==> src/rtl/serial_sub.sv <==
// Bit-serial WIDTH-bit subtractor (a - b, LSB first) with a start/busy/done handshake.
// Optional macro SERIAL_SUB_SAT_EN: saturate diff at zero when the final borrow is set.
module serial_sub #(
  parameter int unsigned WIDTH = 16
) (
  input  logic             MasterClock,
  input  logic             resetl,
  input  logic             start,
  input  logic [WIDTH-1:0] a,
  input  logic [WIDTH-1:0] b,
  output logic             busy,
  output logic             done,
  output logic [WIDTH-1:0] diff,
  output logic             borrow,
  output logic             zero
);

  localparam int unsigned CntW = (WIDTH > 2) ? $clog2(WIDTH) : 1;
  localparam logic [CntW-1:0] LastCnt = CntW'(WIDTH - 1);

  typedef enum logic [1:0] {StIdle, StRun, StDone} state_e;

  state_e           state_q;
  logic [WIDTH-1:0] sa_q, sb_q, sd_q;
  logic             bff_q;
  logic [CntW-1:0]  cnt_q;
  logic             busy_q, done_q;
  logic [WIDTH-1:0] diff_q;
  logic             borrow_q, zero_q;

  // Half-subtractor cell plus borrow-in from the borrow flip-flop.
  logic             x, y, bi, d, bo;
  logic [WIDTH-1:0] sd_d;
  logic [WIDTH-1:0] res_diff;
  logic             res_zero;

  always_comb begin
    x    = sa_q[0];
    y    = sb_q[0];
    bi   = bff_q;
    d    = x ^ y ^ bi;
    bo   = (~x & y) | (~(x ^ y) & bi);
    sd_d = {d, sd_q[WIDTH-1:1]};
`ifdef SERIAL_SUB_SAT_EN
    res_diff = bo ? '0 : sd_d;
`else
    res_diff = sd_d;
`endif
    res_zero = (res_diff == '0);
  end

  always_ff @(posedge MasterClock or negedge resetl) begin
    if (!resetl) begin
      state_q  <= StIdle;
      sa_q     <= '0;
      sb_q     <= '0;
      sd_q     <= '0;
      bff_q    <= 1'b0;
      cnt_q    <= '0;
      busy_q   <= 1'b0;
      done_q   <= 1'b0;
      diff_q   <= '0;
      borrow_q <= 1'b0;
      zero_q   <= 1'b1;
    end else begin
      case (state_q)
        StIdle, StDone: begin
          done_q <= 1'b0;
          if (start) begin
            state_q <= StRun;
            sa_q    <= a;
            sb_q    <= b;
            bff_q   <= 1'b0;
            cnt_q   <= '0;
            busy_q  <= 1'b1;
          end else begin
            state_q <= StIdle;
            busy_q  <= 1'b0;
          end
        end
        StRun: begin
          sa_q  <= sa_q >> 1;
          sb_q  <= sb_q >> 1;
          sd_q  <= sd_d;
          bff_q <= bo;
          cnt_q <= cnt_q + 1'b1;
          if (cnt_q == LastCnt) begin
            state_q  <= StDone;
            busy_q   <= 1'b0;
            done_q   <= 1'b1;
            diff_q   <= res_diff;
            borrow_q <= bo;
            zero_q   <= res_zero;
          end
        end
        default: begin
          state_q <= StIdle;
          busy_q  <= 1'b0;
          done_q  <= 1'b0;
        end
      endcase
    end
  end

  assign busy   = busy_q;
  assign done   = done_q;
  assign diff   = diff_q;
  assign borrow = borrow_q;
  assign zero   = zero_q;

endmodule

==> config.mk <==
export PLATFORM = sky130hd
export DESIGN_NAME = serial_sub
export DESIGN_NICKNAME = d
export VERILOG_FILES = /design/src/rtl/serial_sub.sv
export SDC_FILE = /design/constraint.sdc
export NUM_CORES = 1
export LEC_CHECK = 0
export CAP_MARGIN = 0
export CORE_UTILIZATION = 58
export CTS_BUF_LIST = sky130_fd_sc_hd__clkbuf_4 sky130_fd_sc_hd__clkbuf_8
export DETAILED_ROUTE_END_ITERATION = 8
export PLACE_DENSITY = 0.87
export SLEW_MARGIN = 10
export SYNTH_ARGS = -nofsm -noshare
export SYNTH_HDL_FRONTEND = slang
export SYNTH_SLANG_ARGS = --single-unit
==> constraint.sdc <==
create_clock -name MasterClock -period 3.3 [get_ports MasterClock]
set_input_delay 0.33 -clock MasterClock [delete_from_list [all_inputs] [get_ports MasterClock]]
set_output_delay 0.33 -clock MasterClock [all_outputs]
set_load 0.02 [all_outputs]
==> results.sh, run 1 <==
export IMPL_status="finished with violations"
export IMPL_violations="hold timing"
export IMPL_areaGrowthSynthToFinish_pct=26.0
export IMPL_die_h_um=74.2
export IMPL_initial_utilization=0.619
export IMPL_required_ps=3570
export IMPL_place_gp_congestion=0.727
export IMPL_worstSetupEndpoint="cnt_q[0]"
export IMPL_clock_latency_ps=340
export IMPL_wire_per_inst_um=15.1
export IMPL_n_antenna_cell=0
export IMPL_cts_tree="yes"
export IMPL_rows=25
export IMPL_ys_ff_latch=72
export IMPL_cp_top_family="simple AND/OR/NAND/NOR gates"
export IMPL_yosys_area_top_type_share=0.588
export IMPL_antenna_left=0
export IMPL_rsz0062_at_grt="false"
export IMPL_synth_area_leaders="dfrtp_1 (59%), a22o_1 (9.6%), a21o_1 (7.5%)"
export IMPL_crit_chain="and2b_2 > nor2_4 > mux2_2"
export IMPL_synth_warnings=0
export IMPL_syn_area_um2=3020
export IMPL_ir_worst_vdd_mv=0.500
export IMPL_yosysSeqAreaShare=0.597
export IMPL_drt_iter0_drc=117
export IMPL_antenna_found_initial=0
export IMPL_synth_ff_type="dfrtp_1"
export IMPL_grt_pass1_vias=2057
export IMPL_fin_worst_skew_ps=6.88
export IMPL_dieArea_um2=5500
export IMPL_r2r_start="state_q[0]"
export IMPL_yosysTopAreaCell="dfrtp_1"
export IMPL_post_cts_buffers=0
export IMPL_ff2ff_path_depth=3
export IMPL_clkSinkCount=72
export IMPL_hold_viol=10
export IMPL_core_area_um2=4880
export IMPL_report_final_slew_viol_count=0
export IMPL_synth_cell_types=29
export IMPL_arrival_ps=2170
export IMPL_hold_class="input port to asynchronous set/reset pin"
export IMPL_num_vias=2081
export IMPL_drive_gt1_frac=0.121
export IMPL_hpwl_um=3700
export IMPL_max_cap_violations=0
export IMPL_critPathLaunch="state_q[0]"
export IMPL_finalCriticalPeriod_ps=1900
export IMPL_path_buf_inv=0
export IMPL_rrSetupSlack_ps=1400
export IMPL_io_buffers=54
export IMPL_cts_hold_buffers=0
export IMPL_start_kind="flop"
export IMPL_cpPeakStageDelay_ps=670
export IMPL_timing_critical_path_depth=3
export IMPL_synth_edff_count=0
export IMPL_clock_root_buffer="clkbuf_8"
export IMPL_cp_max_fo=36
export IMPL_grt_max_degree=37
export IMPL_die_x_um=74.2
export IMPL_synth_nets=277
export IMPL_max_freq_mhz=527
export IMPL_h_tree_depth=3
export IMPL_overflow=0
export IMPL_grt_pass1_wl_um=9420
export IMPL_viasPerCell=5.70
export IMPL_nets=330
export IMPL_reg2reg_to="cnt_q[0]"
export IMPL_async_flop_share=1.00
export IMPL_min_period_over_period=0.575
export IMPL_cts_buffer_depth=2
export IMPL_setup_tns_ps=0
export IMPL_p_leak_nw=1.93
export IMPL_slowest_stage="nor2_4"
export IMPL_crit_type="flop to flop"
export IMPL_clkTransAtPathRegs_ps=70
export IMPL_finish_utilization=0.780
export IMPL_route_detailed_drc=0
export IMPL_powerDensity_nw_per_um2=952
export IMPL_io_pins=55
export IMPL_worst_pin_slew_ps=716
export IMPL_setup_violations=0
export IMPL_max_slew_margin=0.521
export IMPL_whs_ps=-8.80
export IMPL_cts_resized=0
export IMPL_worst_setup_path_end_kind="flop"
export IMPL_routed_wl_um=5510
export IMPL_grt_use_total=0.231
export IMPL_syn_avg_cell_area_um2=12.6
export IMPL_synth_cells=240
export IMPL_cts_buffers=9
export IMPL_first_pass_iters=4
==> logic make-up (layout without fill, tap and decap cells) <==
logic type	Yosys count	in the layout	share of synthesized area
DFF	72	72	0.597
AOI/OAI and AO/OA	69	69	0.185
and+or+nand+nor	60	60	0.0978
muxes	19	19	0.0700
buffers and inverters	18	76	0.0394
adders and majority gates	2	2	0.0108
==> per-layer routing <==
metal  global-route usage  wire [um]  share of wire  vias to the layer above
met5                    0          0              0                        -
met4                0.107         85          0.015                        0
met3               0.0420        190          0.035                        9
met2                0.392       2800           0.51                       51
met1                0.289       2430           0.44                     1051
li1                     -          -              -                      970
==> final cells by class <==
class / instances / area, um^2
sequential: 72 / 1800
multi-input combinational: 150 / 1100
fill: 320 / 1070
timing repair buffer: 58 / 566
clock buffer: 13 / 154
clock inverter: 3 / 90.1
tap: 67 / 83.8
inverter: 2 / 7.51
==> placed cells by master (no fill, tap or decap), types with 2 or more instances in the layout <==
master,n
clkbuf_4,4
a22o_1,33
clkdlybuf4s50_1,53
buf_4,4
mux2i_1,2
nand4_1,2
o21ai_0,2
clkbuf_8,9
a21o_1,30
mux2_1,9
dfrtp_1,71
nor4_1,4
bufinv_16,3
o31ai_1,2
mux2_2,8
inv_1,2
nand2_1,45
==> metrics by stage <==
stage | setup slack, ps | std cells | power (mW) | hold WS [ps] | cell area, um^2
floorplan | 1820 | 240 | 2.42 | 34.4 | 3020
global placement | 1320 | 349 | 2.72 | 367 | 3560
detailed placement | 1310 | 349 | 2.80 | 368 | 3560
CTS | 1400 | 365 | 3.65 | 5.42 | 3800
global route | 1260 | 365 | 3.85 | 34.4 | 3800
finish | 1400 | 365 | 3.62 | -8.80 | 3800
==> where the power goes <==
part           internal, mW  leakage [nW]  switching [mW]
Sequential             1.25         0.919           0.253
Combinational         0.653         0.888           0.622
Clock                 0.537         0.126           0.303
==> Yosys cell counts (2+ instances only) <==
library cell,n
a21o_1,30
a22o_1,33
buf_2,8
buf_6,5
clkbuf_1,2
dfrtp_1,71
inv_1,2
mux2_1,9
mux2_2,8
mux2i_1,2
nand2_1,45
nand4_1,2
nor2b_1,2
nor4_1,4
o21ai_0,2
o31ai_1,2
==> worst register-to-register path, delay by kind of cell (launching register included) <==
family | cells | cell delay (ps)
flip-flops | 1 | 430
multiplexers | 1 | 280
AND/OR/NAND/NOR | 2 | 1130
==> flip-flops by register name (all words and copies together), names as in the netlist <==
register	count
bff_q	1
borrow	1
cnt_q	4
diff	16
sa_q	16
sb_q	16
sd_q	15
state_q	2
zero	1
==> worst min-delay path by stage <==
stage	from	slack, ps	cells after the start	to
floorplan	resetl	30	0	bff_q
global placement	resetl	370	1	diff[11]
detailed placement	resetl	370	1	sd_q[11]
CTS	resetl	5	1	sd_q[10]
global route	resetl	30	1	sd_q[9]
finish	resetl	-9	1	sd_q[10]
No activity file was read; power rests on OpenSTA's default activity.
==> run 2, diff against run 1 <==
--- a/config.mk
+++ b/config.mk
@@ -6,10 +6,10 @@
 export NUM_CORES = 1
 export LEC_CHECK = 0
 export CAP_MARGIN = 0
-export CORE_UTILIZATION = 58
+export CORE_UTILIZATION = 49
 export CTS_BUF_LIST = sky130_fd_sc_hd__clkbuf_4 sky130_fd_sc_hd__clkbuf_8
 export DETAILED_ROUTE_END_ITERATION = 8
-export PLACE_DENSITY = 0.87
+export PLACE_DENSITY = 0.78
 export SLEW_MARGIN = 10
 export SYNTH_ARGS = -nofsm -noshare
 export SYNTH_HDL_FRONTEND = slang
==> constraint.sdc (replaced) <==
create_clock -name MasterClock -period 1.6 [get_ports MasterClock]
set_input_delay 0.16 -clock MasterClock [delete_from_list [all_inputs] [get_ports MasterClock]]
set_output_delay 0.16 -clock MasterClock [all_outputs]
set_load 0.02 [all_outputs]
==> run 2 against run 1 <==
- the flow finishes with violations (setup timing)
- clock power up 46%
- setup slack worse by 1400 ps
- largest power group unchanged
- die area up 18%
- sequential share of layout area down 0.45 points
- combinational power up 120%
- global-route usage down 3.3 points
- core utilization down 13 points
- first-iteration DRC count down 21%
- cell count up 3.6%
- design area up 0.95%
- routed wire length up 1.5%
==> results.sh, run 2 (synthesis gave the netlist of run 1 again) <==
export IMPL_p_leak_nw=1.95
export IMPL_cts_buffer_depth=2
export IMPL_p_int_mw=4.69
export IMPL_fin_worst_skew_ps=4.81
export IMPL_drt_iter0_drc=93
export IMPL_place_area_um2=3620
export IMPL_worst_pin_slew_ps=455
export IMPL_arrival_ps=1860
export IMPL_areaGrowthSynthToFinish_pct=27.2
export IMPL_hold_viol=0
export IMPL_required_ps=1850
export IMPL_die_h_um=80.5
export IMPL_overflow=0
export IMPL_final_cells=378
export IMPL_total_power_mw=7.16
export IMPL_routed_wl_um=5590
export IMPL_clock_latency_ps=340
export IMPL_whs_ps=373
export IMPL_sw_frac_of_total=0.345
export IMPL_hpwl_um=3480
export IMPL_finalCriticalPeriod_ps=1610
export IMPL_final_cell_mix="dfrtp_1 (71), clkdlybuf4s50_1 (51), nand2_1 (45)"
export IMPL_num_vias=2057
export IMPL_seq_power_share=0.435
export IMPL_powerDensity_nw_per_um2=1860
export IMPL_worst_setup_path_end_kind="flop"
export IMPL_violations="setup timing"
export IMPL_setup_ws_ps=-12.3
export IMPL_viasPerCell=5.44
export IMPL_antenna_found_initial=0
export IMPL_cp_max_fo=3
export IMPL_grt_pass1_wl_um=9550
export IMPL_grt_max_degree=73
export IMPL_grt_use_total=0.198
export IMPL_min_period_over_period=1.01
export IMPL_drive_gt1_frac=0.142
export IMPL_clkSinkCount=72
export IMPL_status="finished with violations"
export IMPL_stdcell_area_um2=3840
export IMPL_max_cap_violations=0
export IMPL_report_final_slew_viol_count=0
export IMPL_wire_per_inst_um=14.8
export IMPL_crit_type="flop to flop"
export IMPL_ir_worst_vdd_mv=0.981
export IMPL_cts_buffers=9
export IMPL_power_switching_mw=2.47
export IMPL_start_kind="flop"
export IMPL_layout_commonest_cell="dfrtp_1"
export IMPL_grt_pass1_vias=1981
export IMPL_place_gp_congestion=0.717
export IMPL_antenna_left=0
export IMPL_n_antenna_cell=0
export IMPL_clkTransAtPathRegs_ps=70
export IMPL_route_detailed_drc=0
export IMPL_rsz0062_at_grt="true"
export IMPL_rows=28
export IMPL_io_pins=55
export IMPL_first_pass_iters=4
export IMPL_core_area_um2=5920
export IMPL_comb_power_share=0.393
export IMPL_clock_root_buffer="clkbuf_8"
export IMPL_h_tree_depth=3
export IMPL_hold_class="input port to asynchronous set/reset pin"
export IMPL_max_slew_margin=0.696
export IMPL_die_x_um=80.5
export IMPL_io_buffers=54
export IMPL_nets=337
export IMPL_setup_tns_ps=-12.3
export IMPL_max_freq_mhz=620
export IMPL_place_inst=362
export IMPL_setup_violations=1
export IMPL_clkPwrFrac=0.172
export IMPL_cts_tree="yes"
export IMPL_dieArea_um2=6480
export IMPL_initial_utilization=0.510
-- run 2: stage by stage --
step	worst slack (ps)	utilization
2_1_floorplan	121	-
3_3_place_gp	-42.0	0.612
3_5_place_dp	-63.9	0.612
4_1_cts	10.0	0.643
5_1_grt	-88.7	0.649
6_report	-12.3	0.649
-- run 2: area by class of cell --
class | instances | area, um^2
clock buffers | 13 | 160
fillers | 474 | 2080
multi-input cells | 151 | 1140
inverters | 2 | 7.51
flip-flops and latches | 72 | 1800
clock inverters | 1 | 5.00
repair buffers | 64 | 634
well taps | 75 | 93.8
-- run 2: repair_timing --
action	4_1_cts	5_1_grt
endpoints found under the hold margin	71	0
gates resized for setup	2	8
setup endpoints to repair	3	27
hold buffers	1	0
pin swaps	1	0
setup buffers	0	0
cloned	1	0
-- run 2: power groups by stage --
stage	clock, mW	combinational [mW]	sequential, mW
after floorplan	0	1.78	3.21
after global placement	0	2.62	3.08
after detailed placement	0	2.72	3.11
after CTS	1.27	2.76	3.09
after global routing	1.35	3.13	3.22
final	1.23	2.82	3.12
-- run 2: metal layers --
layer / part of all wire / up-vias / wire, um / global-route usage
li1: - / 978 / - / -
met1: 0.45 / 1018 / 2490 / 0.258
met2: 0.50 / 53 / 2780 / 0.310
met3: 0.050 / 8 / 280 / 0.0648
met4: 0.0061 / 0 / 34 / 0.0696
met5: 0 / - / 0 / 0
-- run 2: path summary, 6_finish.rpt --
path | startpoint | end | slack [ps] | cells after the start
setup / recovery | sb_q[0] | zero | -10 | 5
hold / removal | resetl | diff[12] | 370 | 3
setup reg to reg | sb_q[0] | zero | -10 | 5
hold reg to reg | sb_q[6] | sb_q[6] | 480 | 1
max in group asynchronous | resetl | zero | 910 | 3
min in group MasterClock | b[15] | sb_q[15] | 430 | 2
-- run 2: critical path, stage by stage, from the launching register on --
cell,delay [ps]
dfrtp_1,370
inv_1,120
fa_2,510
nor4_4,170
nand4_1,130
o31ai_1,230
